==> src/rtl/ps2_cmd_arbiter.sv <==
// ps2_cmd_arbiter: lets two command requesters share one PS/2 host transmitter.
// Each command byte is framed, sent once the transmitter is idle, and the device
// response (ACK FA / ERROR FC / RESEND FE) is awaited with retry and timeout.
// Build option: define PS2_ARB_ROUND_ROBIN_EN for round-robin arbitration;
// left undefined, req0 has fixed priority over req1.
module ps2_cmd_arbiter #(
    parameter int unsigned TIMEOUT_CYCLES = 500000,
    parameter int unsigned MAX_RETRY      = 2
) (
    input  logic        clk_25MHz,
    input  logic        reset,
    input  logic        req0,
    input  logic        req1,
    input  logic [7:0]  cmd0,
    input  logic [7:0]  cmd1,
    output logic        gnt0,
    output logic        gnt1,
    output logic        done,
    output logic        done_id,
    output logic [1:0]  done_err,
    output logic [10:0] tx_data,
    output logic        write,
    input  logic        busy,
    input  logic [10:0] rx_data,
    input  logic        data_available,
    input  logic        err
);

    localparam int unsigned TimerW = (TIMEOUT_CYCLES > 1) ? $clog2(TIMEOUT_CYCLES) : 1;
    localparam int unsigned RetryW = (MAX_RETRY > 0) ? $clog2(MAX_RETRY + 1) : 1;
    localparam logic [TimerW-1:0] TimerLast = TimerW'(TIMEOUT_CYCLES - 1);
    localparam logic [RetryW-1:0] RetryMax  = RetryW'(MAX_RETRY);

    localparam logic [1:0] ErrOk      = 2'b00;
    localparam logic [1:0] ErrDevice  = 2'b01;
    localparam logic [1:0] ErrRetries = 2'b10;
    localparam logic [1:0] ErrTimeout = 2'b11;

    typedef enum logic [2:0] {
        StIdle,
        StArbGnt,
        StWaitTx,
        StSend,
        StWaitRsp,
        StDone
    } state_e;

    state_e              state_q;
    logic                owner_q;
    logic [7:0]          cmd_q;
    logic [RetryW-1:0]   retry_q;
    logic [TimerW-1:0]   timer_q;
`ifdef PS2_ARB_ROUND_ROBIN_EN
    logic                last_owner_q;
`endif

    logic rsp_valid;
    logic rsp_ack;
    logic rsp_dev_err;
    logic pick;

    // Start/stop bits of the response are not checked; only data and parity matter.
    logic unused_rx_frame;
    assign unused_rx_frame = ^{rx_data[10], rx_data[0]};

    // Response classification and arbitration choice for the current cycle.
    always_comb begin
        rsp_valid   = data_available && !err && (rx_data[9] == ~^rx_data[8:1]);
        rsp_ack     = rsp_valid && (rx_data[8:1] == 8'hFA);
        rsp_dev_err = rsp_valid && (rx_data[8:1] == 8'hFC);
`ifdef PS2_ARB_ROUND_ROBIN_EN
        // On a tie the requester that did not own the previous transaction wins.
        pick = (req0 && req1) ? ~last_owner_q : !req0;
`else
        pick = !req0;
`endif
    end

    // Transaction FSM with registered handshake and transmitter outputs.
    always_ff @(posedge clk_25MHz) begin
        if (reset) begin
            state_q      <= StIdle;
            owner_q      <= 1'b0;
            cmd_q        <= 8'h00;
            retry_q      <= '0;
            timer_q      <= '0;
            gnt0         <= 1'b0;
            gnt1         <= 1'b0;
            done         <= 1'b0;
            done_id      <= 1'b0;
            done_err     <= ErrOk;
            tx_data      <= 11'h7FF;
            write        <= 1'b0;
`ifdef PS2_ARB_ROUND_ROBIN_EN
            last_owner_q <= 1'b1;
`endif
        end else begin
            write <= 1'b0;
            done  <= 1'b0;
            unique case (state_q)
                StIdle: begin
                    if (req0 || req1) begin
                        owner_q <= pick;
                        cmd_q   <= pick ? cmd1 : cmd0;
                        gnt0    <= !pick;
                        gnt1    <= pick;
`ifdef PS2_ARB_ROUND_ROBIN_EN
                        last_owner_q <= pick;
`endif
                        state_q <= StArbGnt;
                    end
                end
                StArbGnt: begin
                    tx_data <= {1'b1, ~^cmd_q, cmd_q, 1'b0};
                    state_q <= StWaitTx;
                end
                StWaitTx: begin
                    if (!busy) begin
                        write   <= 1'b1;
                        state_q <= StSend;
                    end
                end
                StSend: begin
                    timer_q <= '0;
                    state_q <= StWaitRsp;
                end
                StWaitRsp: begin
                    // Any strobe is resolved here, so it takes precedence over a
                    // timer expiring in the same cycle.
                    if (data_available) begin
                        if (rsp_ack) begin
                            done     <= 1'b1;
                            done_id  <= owner_q;
                            done_err <= ErrOk;
                            state_q  <= StDone;
                        end else if (rsp_dev_err) begin
                            done     <= 1'b1;
                            done_id  <= owner_q;
                            done_err <= ErrDevice;
                            state_q  <= StDone;
                        end else if (retry_q < RetryMax) begin
                            retry_q  <= retry_q + RetryW'(1);
                            state_q  <= StWaitTx;
                        end else begin
                            done     <= 1'b1;
                            done_id  <= owner_q;
                            done_err <= ErrRetries;
                            state_q  <= StDone;
                        end
                    end else if (timer_q == TimerLast) begin
                        done     <= 1'b1;
                        done_id  <= owner_q;
                        done_err <= ErrTimeout;
                        state_q  <= StDone;
                    end else begin
                        timer_q <= timer_q + TimerW'(1);
                    end
                end
                StDone: begin
                    gnt0    <= 1'b0;
                    gnt1    <= 1'b0;
                    retry_q <= '0;
                    state_q <= StIdle;
                end
                default: begin
                    state_q <= StIdle;
                end
            endcase
        end
    end

endmodule

==> config.mk <==
export PLATFORM = sky130hd
export DESIGN_NAME = ps2_cmd_arbiter
export DESIGN_NICKNAME = d
export VERILOG_FILES = /design/src/rtl/ps2_cmd_arbiter.sv
export SDC_FILE = /design/constraint.sdc
export NUM_CORES = 1
export LEC_CHECK = 0
export CAP_MARGIN = 20
export CELL_PAD_IN_SITES_DETAIL_PLACEMENT = 2
export CELL_PAD_IN_SITES_GLOBAL_PLACEMENT = 2
export CORE_MARGIN = 2
export CORE_UTILIZATION = 38
export CTS_BUF_LIST = sky130_fd_sc_hd__clkbuf_2
export CTS_CLUSTER_DIAMETER = 60
export DETAILED_ROUTE_END_ITERATION = 10
export DONT_BUFFER_PORTS = 1
export GPL_TIMING_DRIVEN = 0
export HOLD_SLACK_MARGIN = 0.08
export PLACE_DENSITY_LB_ADDON = 0.2
export REMOVE_ABC_BUFFERS = 1
export SLEW_MARGIN = 20
export SYNTH_ARGS = -nofsm -noshare
export SYNTH_HDL_FRONTEND = slang
export SYNTH_SLANG_ARGS = --single-unit
==> constraint.sdc <==
create_clock -name clk_25MHz -period 3.06 [get_ports clk_25MHz]
set_input_delay 0.612 -clock clk_25MHz [delete_from_list [all_inputs] [get_ports clk_25MHz]]
set_output_delay 0.612 -clock clk_25MHz [all_outputs]
set_load 0.03 [all_outputs]
# ---- Yosys cells after proc, flatten, opt, wreduce, memory -nomap -nowiden
# Cells that the tools add are included.
# W data, S select, Z words.
dict set report totals {
  register_bits 50
  latch_bits 0
  mem_bits_rw 0
  romBits 0
  input_bits 34
  mem_count 0
}
dict set report op_classes {
  add_sub_neg 2
  mul 0
  div 0
  order_cmp 1
  eq_ne 19
  shifts 0
  mux 37
  bitwise 2
  reduce_logical 22
}
# op count
set ops {}
lappend ops {{$mux W19} 2}
lappend ops {{$pmux W19 S2} 1}
lappend ops {{$mux W3} 7}
lappend ops {{$add A19 B1 Y19 const B} 1}
lappend ops {{$eq A19 B19 Y1 const B} 1}
lappend ops {{$mux W2} 9}
lappend ops {{$eq A8 B8 Y1 const B} 2}
lappend ops {{$ne A2 B2 Y1 const B} 8}
lappend ops {{$reduce_xnor A8 Y1} 2}
lappend ops {{$pmux W3 S5} 1}
lappend ops {{$mux W1} 13}
lappend ops {{$reduce_and A3 Y1} 3}
lappend ops {{$mux W8} 1}
lappend ops {{$reduce_bool A2 Y1} 4}
lappend ops {{$eq A3 B2 Y1 const B} 2}
lappend ops {{$eq A3 B3 Y1 const B} 2}
lappend ops {{$reduce_and A5 Y1} 1}
lappend ops {{$logic_and A1 B1 Y1} 4}
lappend ops {{$ne A4 B4 Y1 const B} 1}
lappend ops {{$pmux W1 S2} 2}
lappend ops {{$pmux W2 S2} 1}
lappend ops {{$reduce_and A2 Y1} 2}
lappend ops {{$reduce_or A2 Y1} 2}
lappend ops {{$eq A3 B1 Y1 const B} 1}
lappend ops {{8 further kinds} 10}

# ---- Logic depth before layout (Yosys ltp)
# Gate-level depths: netlist of the first run.
dict set report depth {
  depth_word 8
  ltp_mapped 7
  depth_no_buf 7
}

# ---- Worst setup path before layout of the first run
# No wires, ideal clock.
dict set report synth_timing {
  path_type {input to register}
  from {in rx_data[1]}
  to {reg retry_q[0]}
  setup_time_ps 79
  arrival_time_ps 2387
  required_ps 2981
  path_slack_ps 594
  stages 7
  cell_sequence {inv_1 > ha_1 > xnor3_1 > xnor2_1 > a21oi_1 > or4b_2 > o211ai_1}
}
dict set report synth_via {
  elab_chain_cells 6
  word_cells_on_any_way 10
}
# item line_no
set synth_rtl {}
lappend synth_rtl {{start: declaration} 24} ;# input logic [10:0] rx_data,
lappend synth_rtl {{$reduce_xnor A8 Y1} 68} ;# rsp_valid = data_available && !err && (rx_data[9] == ~^rx_data[8:1]);
lappend synth_rtl {{$eq A1 B1 Y1} 68}
lappend synth_rtl {{$logic_and A1 B1 Y1} 68}
lappend synth_rtl {{$logic_and A1 B1 Y1 (on tied branches)} {70, 69}}
lappend synth_rtl {{$ne A2 B2 Y1 (no line)} -}
lappend synth_rtl {{$reduce_and A5 Y1 (no line) (*)} -}
lappend synth_rtl {{end signal: assignment} 142} ;# retry_q <= retry_q + RetryW'(1);
lappend synth_rtl {{end: declaration} 51} ;# logic [RetryW-1:0] retry_q;
# Every way passes the cells marked *; elsewhere a longest branch is shown, timed or not.
# A chain may end at the register's enable or synchronous reset.

# ---- Final worst setup path of the first run
dict set report layout_timing {
  from {reg state_q[2]}
  to {reg timer_q[18]}
}
dict set report layout_via {
  elab_chain_cells 3
  word_cells_on_any_way 7
}
# item line_no
set layout_rtl {}
lappend layout_rtl {{start: declaration} 48} ;# state_e state_q;
lappend layout_rtl {{start signal: assignment} 82} ;# state_q <= StIdle;
lappend layout_rtl {{start signal: assignment} 110} ;# state_q <= StArbGnt;
lappend layout_rtl {{start signal: assignment} 115} ;# state_q <= StWaitTx;
lappend layout_rtl {{$eq A3 B3 Y1 / $eq A3 B2 Y1 (equally long branches)} 100} ;# unique case (state_q)
lappend layout_rtl {{$ne A2 B2 Y1 (no line) / $reduce_bool A2 Y1 (equally long branches)} -}
lappend layout_rtl {{$reduce_and A3 Y1 (no line)} -}
lappend layout_rtl {{end signal: assignment} 156} ;# timer_q <= timer_q + TimerW'(1);
lappend layout_rtl {{end: declaration} 52} ;# logic [TimerW-1:0] timer_q;
# Several ways; a longest one is shown, not always the timed one.

==> impl_metrics.py, run 1 <==
metrics = {
    "outcome": {
        "outcome": "completed",
    },
    "drt": {
        "wl_mm": 6.01,
        "postRouteAntennaNets": 0,
        "route.detailed.drc": 0,
        "wl_per_cell_um": 16.8,
        "dr.pass1.iters": 4,
        "viasPerCell": 5.74,
        "first_iter_violations": 78,
        "vias": 2055,
    },
    "worst_setup_path": {
        "arrival_ns": 2.75,
        "r2r-start": "state_q[2]",
        "critPathLaunchType": "register",
        "path_max_fanout": 11,
        "slowest_delay_ns": 0.61,
        "worst_r2r_path_depth": 5,
        "required_ns": 3.45,
        "cp_num_buf_inv": 0,
        "criticalPathCategory": "reg -> reg",
        "reg2reg_to": "timer_q[18]",
        "ff2ff_setup_slack_ns": 0.70,
        "cp_top_family": "simple AND/OR/NAND/NOR gates",
        "worst_setup_path_end_kind": "register",
        "crit_slowest_cell": "dfxtp_1",
        "crit_path_cell_trace": "or4b_4, a31oi_2, nor3_2, or4b_1, a21oi_1",
    },
    "cts": {
        "hold_buffers": 0,
        "cts_buffers": 5,
        "cts_resized": 0,
        "root_buffer": "clkbuf_2",
        "clock_latency_ns": 0.45,
        "post_cts_buffers": 0,
        "cts_max_level": 2,
        "clk_pin_slew_ns": 0.26,
        "cts_sinks": 50,
        "cts_tree": "yes",
        "cts_buffer_depth": 2,
    },
    "place": {
        "numPortBuffers": 0,
        "gp_congestion": 0.752,
        "place_hpwl_mm": 4.42,
        "dpl_cell_area_um2": 2490,
    },
    "worst_hold_path": {
        "whs_path_depth": 1,
        "min_from": "reset",
        "min_to": "state_q[2]",
        "hold_class": "in -> reg",
    },
    "floorplan": {
        "rows": 29,
        "die_area_um2": 7080,
        "fp.dieW_um": 84.2,
        "fp.dieH_um": 84.2,
        "io_pins": 52,
        "coreArea_um2": 6280,
        "start_util": 0.389,
    },
    "yosys": {
        "syn_area_um2": 2440,
        "synth.area.top_cells": "dfxtp_1 41%, nand2_1 5.7%, a21oi_1 4.1%",
        "synth_top_area_share": 0.410,
        "ys_async_sr_fraction": 0,
        "ys_ff_latch": 50,
        "yosysTopAreaCell": "dfxtp_1",
        "synth_edf_count": 0,
        "synth_cell_types": 48,
        "ys.flop_type": "dfxtp_1",
        "synth_area_per_cell_um2": 8.51,
        "synth_warnings": 0,
        "synth_cells": 287,
        "yosysSeqAreaShare": 0.410,
    },
    "timing": {
        "timing.fmax_mhz": 423,
        "period_share": 0.772,
        "rsz0062_at_grt": "no",
        "hold_violations": 0,
        "setup_violations": 0,
        "slew_headroom": 0.351,
        "drv_slew": 0,
        "skew_ns": 0.0139,
        "finalSetupTns_ns": 0,
        "fin_crit_ns": 2.36,
        "worstMarginPinSlew_ns": 0.966,
    },
    "layout": {
        "drive_gt1_frac": 0.0605,
        "diodes": 0,
        "fillers": 740,
        "mostFrequentLayoutCell": "dfxtp_1",
        "num-nets-final": 322,
        "final_cell_mix": "50 x dfxtp_1, 37 x nand2_1, 22 x nor2_1, 20 x a21oi_1, 16 x o21ai_0",
        "finalInstanceArea_um2": 2530,
        "area_delta_synth_final_pct": 3.43,
        "seq_area_um2": 1000,
        "multiInputGateArea_um2": 1350,
    },
    "power_and_ir_drop": {
        "peakVddDrop_mv": 0.329,
        "p_leak_nw": 0.897,
        "p_seq_frac": 0.606,
        "p_clk_frac": 0.198,
        "pwr-share-comb": 0.196,
        "p_per_area_nw_per_um2": 542,
        "power_switching_mw": 0.490,
        "swShare": 0.358,
        "power.internal_mw": 0.880,
    },
    "global_route": {
        "grt_pass1_vias": 2129,
        "grt_pass1_wl_mm": 10.2,
        "grt_max_degree": 22,
        "grt.total_usage": 0.177,
        "grt_overflow_total": 0,
        "antenna_found_initial": 0,
    },
    "flow_run": {
        "max-cap-violations": 0,
    },
}
registers in the layout, indices dropped and copies added (netlist names):
| name | count |
|---|---|
| timer_q | 19 |
| tx_data | 10 |
| cmd_q | 8 |
| state_q | 3 |
| done_err | 2 |
| retry_q | 2 |
| done | 1 |
| done_id | 1 |
| gnt0 | 1 |
| gnt1 | 1 |
| owner_q | 1 |
| write | 1 |
power by group through the flow:
| stage | clock network (mW) | logic [mW] | registers [mW] |
|---|---|---|---|
| after floorplan | 0 | 0.220 | 0.828 |
| after global placement | 0 | 0.261 | 0.844 |
| after detailed placement | 0 | 0.274 | 0.846 |
| after CTS | 0.287 | 0.274 | 0.832 |
| after global routing | 0.310 | 0.316 | 0.843 |
| final | 0.271 | 0.269 | 0.830 |
layer usage:
metal	track usage	vias to the layer above	routed length, um
li1	-	1011	-
met1	0.216	1009	2780
met2	0.313	28	2970
met3	0.0442	7	202
met4	0.0440	0	67
met5	0	-	0
cells by family after synthesis:
| group | share of synthesized area |
|---|---|
| mux | 0.0410 |
| simple gates | 0.248 |
| buf+inv | 0.0400 |
| xor+xnor | 0.0523 |
| compound gates | 0.171 |
| fa+ha+maj | 0.0359 |
| flops | 0.410 |
| other cells | 0.00154 |
synthesized netlist by cell type, drive strengths merged (2+ instances only):
cell    instances
dfxtp          50
nand2          37
nor2           23
a21oi          20
o21ai          16
or3            14
nand3          13
xnor2          11
a211oi         10
clkbuf         10
inv            10
mux2i          10
ha              7
nand4           5
nor3            5
a31oi           4
nand2b          4
buf             3
nor4            3
o21a            3
or4b            3
and3            2
and4            2
nor4b           2
o211ai          2
o31ai           2
cell type report:
class	count	share of cell area
Multi-Input combinational cell	214	0.535
Sequential cell	50	0.396
Tap cell	77	0.0381
Inverter	10	0.0149
Clock buffer	5	0.00991
Clock inverter	2	0.00594
through the flow:
| stage | instances | total power, mW | worst slack, ns | utilization | hold WS, ns |
|---|---|---|---|---|---|
| after floorplan | 274 | 1.05 | 0.593 | - | 0.428 |
| after global placement | 351 | 1.11 | 0.408 | 0.395 | 0.449 |
| after detailed placement | 351 | 1.12 | 0.351 | 0.396 | 0.457 |
| after CTS | 358 | 1.39 | 0.666 | 0.402 | 0.149 |
| after global routing | 358 | 1.47 | 0.352 | 0.402 | 0.122 |
| final | 358 | 1.37 | 0.698 | 0.402 | 0.180 |
how the worst max path moves through the flow:
| stage | from | to | slack [ns] | cells after the start |
|---|---|---|---|---|
| after floorplan | rx_data[1] | retry_q[0] | 0.59 | 7 |
| after global placement | timer_q[13] | timer_q[17] | 0.41 | 5 |
| after detailed placement | rx_data[1] | done_err[0] | 0.35 | 7 |
| after CTS | timer_q[13] | timer_q[6] | 0.67 | 5 |
| after global routing | timer_q[13] | timer_q[6] | 0.35 | 5 |
| final | state_q[2] | timer_q[18] | 0.70 | 5 |
Power figures use the tool's default switching activity.
==> run 2, diff against run 1 <==
- CORE_UTILIZATION: 38 -> 35
- clock period: 3.06 -> 2.01 ns (I/O delays scaled with it)
==> run 2 against run 1 <==
Against the previous run: the flow now finishes with violations (negative setup slack); worst setup slack got worse by 0.76 ns; first-iteration DRC count decreased by 56%; clock power rose by 54%; fmax up 14%; sequential power up 51%; flip-flop and latch count stayed put; register-to-register slack got worse by 0.76 ns; power is 60% higher; clock skew up 0.0084 ns.
==> impl_metrics.py, run 2 (synthesized netlist as in run 1, its figures left out) <==
metrics = {
    "outcome": {
        "outcome": "complete, but fails checks",
        "violations": "negative setup slack",
    },
    "cts": {
        "clock_latency_ns": 0.43,
        "cts_sinks": 50,
        "cts_tree": "yes",
        "cts_max_level": 2,
        "cts_buffers": 5,
        "root_buffer": "clkbuf_2",
        "clk_pin_slew_ns": 0.27,
        "cts_buffer_depth": 2,
    },
    "floorplan": {
        "die_area_um2": 7660,
        "start_util": 0.361,
        "rows": 30,
        "fp.dieW_um": 87.5,
        "coreArea_um2": 6760,
        "fp.dieH_um": 87.5,
        "io_pins": 52,
    },
    "worst_hold_path": {
        "hold_class": "in -> reg",
    },
    "timing": {
        "finalWorstSetupSlack_ns": -0.0643,
        "fin_crit_ns": 2.07,
        "skew_ns": 0.0224,
        "timing.fmax_mhz": 482,
        "drv_slew": 0,
        "period_share": 1.03,
        "setup_violations": 12,
        "worstMarginPinSlew_ns": 0.915,
        "slew_headroom": 0.386,
        "rsz0062_at_grt": "yes",
        "hold_violations": 0,
    },
    "power_and_ir_drop": {
        "p_per_area_nw_per_um2": 759,
        "power.total_mw": 2.19,
        "swShare": 0.361,
        "p_seq_frac": 0.572,
        "power_switching_mw": 0.792,
        "peakVddDrop_mv": 0.327,
        "power.internal_mw": 1.40,
        "p_leak_nw": 1.02,
        "pwr-share-comb": 0.238,
        "p_clk_frac": 0.190,
    },
    "layout": {
        "largest_reg_flops": 19,
        "area_delta_synth_final_pct": 18.2,
        "biggestRegsByFlops": "timer_q x19, tx_data x10, cmd_q x8",
        "drive_gt1_frac": 0.198,
        "regMostFlops": "timer_q",
        "mostFrequentLayoutCell": "dfxtp_1",
        "diodes": 0,
        "num-nets-final": 343,
        "utilization": 0.427,
        "final_cell_mix": "41 x dfxtp_1, 36 x nand2_1, 21 x nor2_1, 15 x a21oi_1, 14 x buf_4",
    },
    "drt": {
        "postRouteAntennaNets": 0,
        "dr.pass1.iters": 5,
        "route.detailed.drc": 0,
        "first_iter_violations": 34,
        "wl_per_cell_um": 19.1,
        "wl_mm": 7.33,
        "vias": 2186,
        "viasPerCell": 5.71,
    },
    "global_route": {
        "met2_usage": 0.376,
        "grt_pass1_wl_mm": 11.9,
        "grt.total_usage": 0.201,
        "grt_use_met1": 0.224,
        "grt_pass1_vias": 2417,
        "top_usage_layer": "met2",
        "grt_overflow_total": 0,
        "grt_max_degree": 22,
        "antenna_found_initial": 0,
        "use_met3": 0.0462,
    },
    "place": {
        "numPortBuffers": 0,
        "gp_congestion": 0.730,
        "pre_cts_slack_ns": -0.498,
        "place_hpwl_mm": 4.69,
    },
    "worst_setup_path": {
        "criticalPathCategory": "reg -> reg",
        "path_max_fanout": 3,
        "critPathLaunchType": "register",
        "arrival_ns": 2.44,
        "required_ns": 2.37,
        "worst_setup_path_end_kind": "register",
    },
    "flow_run": {
        "max-cap-violations": 0,
    },
}
==> run 2: cell types whose count changed in the layout (fill, tap and decap cells not counted), moves of 4 or more <==
cell     previous run  this run
buf_4               0        14
dfxtp_1            50        41
dfxtp_4             0         4
dfxtp_2             0         5
a21oi_2             0         4
a21oi_1            20        15
==> run 2: power groups by stage <==
stage	Combinational (mW)	Clock (mW)	Sequential (mW)
after global placement	0.395	0	1.29
after CTS	0.489	0.442	1.26
after detailed placement	0.416	0	1.29
final	0.521	0.417	1.25
after global routing	0.583	0.482	1.27
after floorplan	0.336	0	1.26
==> run 2: stage by stage <==
| step | hold slack (ns) | cells | instance area, um2 | TNS [ns] |
|---|---|---|---|---|
| global placement | 0.449 | 354 | 2480 | -8.45 |
| global route | 0.110 | 383 | 2890 | -0.870 |
| detailed placement | 0.461 | 354 | 2490 | -7.17 |
| CTS | 0.115 | 380 | 2790 | -0.437 |
| finish | 0.147 | 383 | 2890 | -0.342 |
| floorplan | 0.428 | 274 | 2380 | -0.460 |
==> run 2: final timing paths <==
check | to | slack, ns | depth (start not counted) | from
max | timer_q[18] | -0.06 | 5 | state_q[1]
min | retry_q[0] | 0.15 | 2 | reset
max reg2reg | timer_q[18] | -0.06 | 5 | state_q[1]
min reg2reg | done_id | 0.49 | 2 | owner_q
==> run 2: cell type report <==
cell class | instances | area, um2
tap | 80 | 100
clock inverter | 2 | 8.76
fill | 772 | 3870
inverter | 10 | 37.5
clock buffer | 6 | 30.0
multi-input combinational | 216 | 1530
sequential | 50 | 1020
timing repair buffer | 19 | 158
==> run 2: metal layers <==
layer / routed length, um / up-vias
li1: - / 1059
met1: 2990 / 1070
met2: 3920 / 47
met3: 298 / 10
met4: 112 / 0
met5: 0 / -
==> run 2: worst max-delay path, cell delays in order, from the launching register on <==
cell,delay (ns)
dfxtp_4,0.41
or4b_4,0.57
a41oi_4,0.26
nor3_4,0.08
or4b_4,0.55
a21oi_4,0.14
==> run 2: timing repair <==
action | CTS | global route
hold buffers | 3 | 0
gates resized for setup | 28 | 20
gates cloned | 1 | 1
endpoints found under the setup margin | 20 | 28
endpoints found under the hold margin | 17 | 0
pin swaps | 14 | 8
buffers inserted | 14 | 2
==> run 3, diff against run 2 <==
- CELL_PAD_IN_SITES_DETAIL_PLACEMENT: 2 -> unset
- CELL_PAD_IN_SITES_GLOBAL_PLACEMENT: 2 -> unset
- CORE_UTILIZATION: 35 -> 59
==> run 3 against run 2 <==
Against the previous run: the flow still finishes with violations (negative setup slack); sequential share of layout area is 0.66 points higher; clock skew is 0.0049 ns higher; flip-flop and latch count stayed put; design area is 2.6% lower; highest routed layer unchanged.
==> impl_metrics.py, run 3 (synthesized netlist as in run 1, its figures left out) <==
metrics = {
    "outcome": {
        "outcome": "complete, but fails checks",
        "violations": "negative setup slack",
    },
    "floorplan": {
        "die_area_um2": 4670,
        "fp.dieH_um": 68.3,
        "io_pins": 52,
        "start_util": 0.611,
        "rows": 23,
        "fp.dieW_um": 68.3,
        "coreArea_um2": 4000,
    },
    "place": {
        "gp_congestion": 0.784,
        "dp_cells": 324,
        "numPortBuffers": 0,
        "pre_cts_slack_ns": -0.411,
        "place_hpwl_mm": 3.37,
    },
    "power_and_ir_drop": {
        "p_leak_nw": 1.01,
        "p_per_area_nw_per_um2": 769,
        "peakVddDrop_mv": 0.476,
        "power.total_mw": 2.16,
    },
    "global_route": {
        "use_met3": 0.0724,
        "grt_max_degree": 22,
        "met2_usage": 0.375,
        "antenna_found_initial": 0,
        "grt.total_usage": 0.231,
        "top_usage_layer": "met2",
        "grt_pass1_vias": 1830,
        "grt_use_met1": 0.283,
        "grt_pass1_wl_mm": 8.07,
        "grt_overflow_total": 0,
    },
    "layout": {
        "mostFrequentLayoutCell": "dfxtp_1",
        "utilization": 0.703,
        "multiInputGateArea_um2": 1490,
        "biggestRegsByFlops": "timer_q x19, tx_data x10, cmd_q x8",
        "instances_no_fill": 351,
        "drive_gt1_frac": 0.163,
        "diodes": 0,
        "fillers": 316,
        "largest_reg_flops": 19,
        "num-nets-final": 341,
        "regMostFlops": "timer_q",
        "final_cell_mix": "45 x dfxtp_1, 37 x nand2_1, 21 x nor2_1, 18 x a21oi_1, 14 x o21ai_0",
        "seq_area_um2": 1010,
        "area_delta_synth_final_pct": 15.2,
    },
    "cts": {
        "clock_latency_ns": 0.46,
        "cts_max_level": 2,
        "cts_buffers": 5,
        "cts_buffer_depth": 2,
        "cts_sinks": 50,
        "cts_tree": "yes",
        "clk_pin_slew_ns": 0.27,
        "root_buffer": "clkbuf_2",
    },
    "timing": {
        "rsz0062_at_grt": "yes",
        "finalWorstSetupSlack_ns": -0.135,
        "period_share": 1.07,
        "hold_slack_ns": 0.0998,
        "slew_headroom": 0.429,
        "hold_violations": 0,
        "skew_ns": 0.0272,
        "timing.fmax_mhz": 466,
        "fin_crit_ns": 2.14,
        "setup_violations": 10,
        "drv_slew": 0,
        "worstMarginPinSlew_ns": 0.850,
    },
    "drt": {
        "first_iter_violations": 165,
        "vias": 2133,
        "wl_per_cell_um": 16.0,
        "postRouteAntennaNets": 0,
        "route.detailed.drc": 0,
        "wl_mm": 5.61,
        "viasPerCell": 6.08,
        "dr.pass1.iters": 4,
    },
    "worst_setup_path": {
        "path_max_fanout": 11,
        "criticalPathCategory": "reg -> reg",
        "critPathLaunch": "state_q[2]",
        "arrival_ns": 2.55,
        "required_ns": 2.42,
        "worst_setup_path_end_kind": "register",
        "r2r-start": "state_q[2]",
        "critPathLaunchType": "register",
    },
    "worst_hold_path": {
        "min_from": "reset",
        "hold_class": "in -> reg",
    },
    "flow_run": {
        "max-cap-violations": 0,
    },
}
-- run 3: layout make-up --
| cell class | instances | share of cell area |
|---|---|---|
| multi-input cells | 215 | 0.530 |
| flip-flops and latches | 50 | 0.361 |
| repair buffers | 18 | 0.0574 |
| well taps | 50 | 0.0222 |
| inverters | 10 | 0.0133 |
| clock buffers | 5 | 0.00889 |
| clock inverters | 3 | 0.00756 |
-- run 3: timing repair --
item	CTS	global route
cloned	0	1
setup endpoints to repair	27	16
pin swaps	1	16
hold endpoints to repair	16	0
resized for setup	16	23
hold buffers	3	0
setup buffers	6	9
-- run 3: per-layer routing --
layer / wire length [um] / up-vias
met5: 0 / -
met1: 2340 / 995
met3: 346 / 16
met4: 147 / 0
li1: - / 1065
met2: 2780 / 57
-- run 3: critical path: stages (launching register included) --
cell	delay (ns)
dfxtp_4	0.47
or4b_4	0.52
a41oi_4	0.26
buf_6	0.16
o31ai_4	0.10
buf_4	0.17
or3_1	0.30
a21oi_1	0.13
-- run 3: metrics by stage --
step | area [um2] | setup TNS (ns)
global route | 2810 | -1.39
floorplan | 2380 | -0.460
finish | 2810 | -0.319
global placement | 2440 | -5.59
detailed placement | 2450 | -4.24
CTS | 2650 | -0.279
-- run 3: worst paths after layout --
path	endpoint	cells after the start	slack, ns
max	timer_q[13]	7	-0.13
min	timer_q[3]	2	0.1
max reg2reg	timer_q[13]	7	-0.13
min reg2reg	done_id	2	0.49
-- run 3: power by group --
part	internal, mW	switching, mW
logic	0.221	0.261
registers	1.09	0.168
clock network	0.0871	0.337
total	1.40	0.766
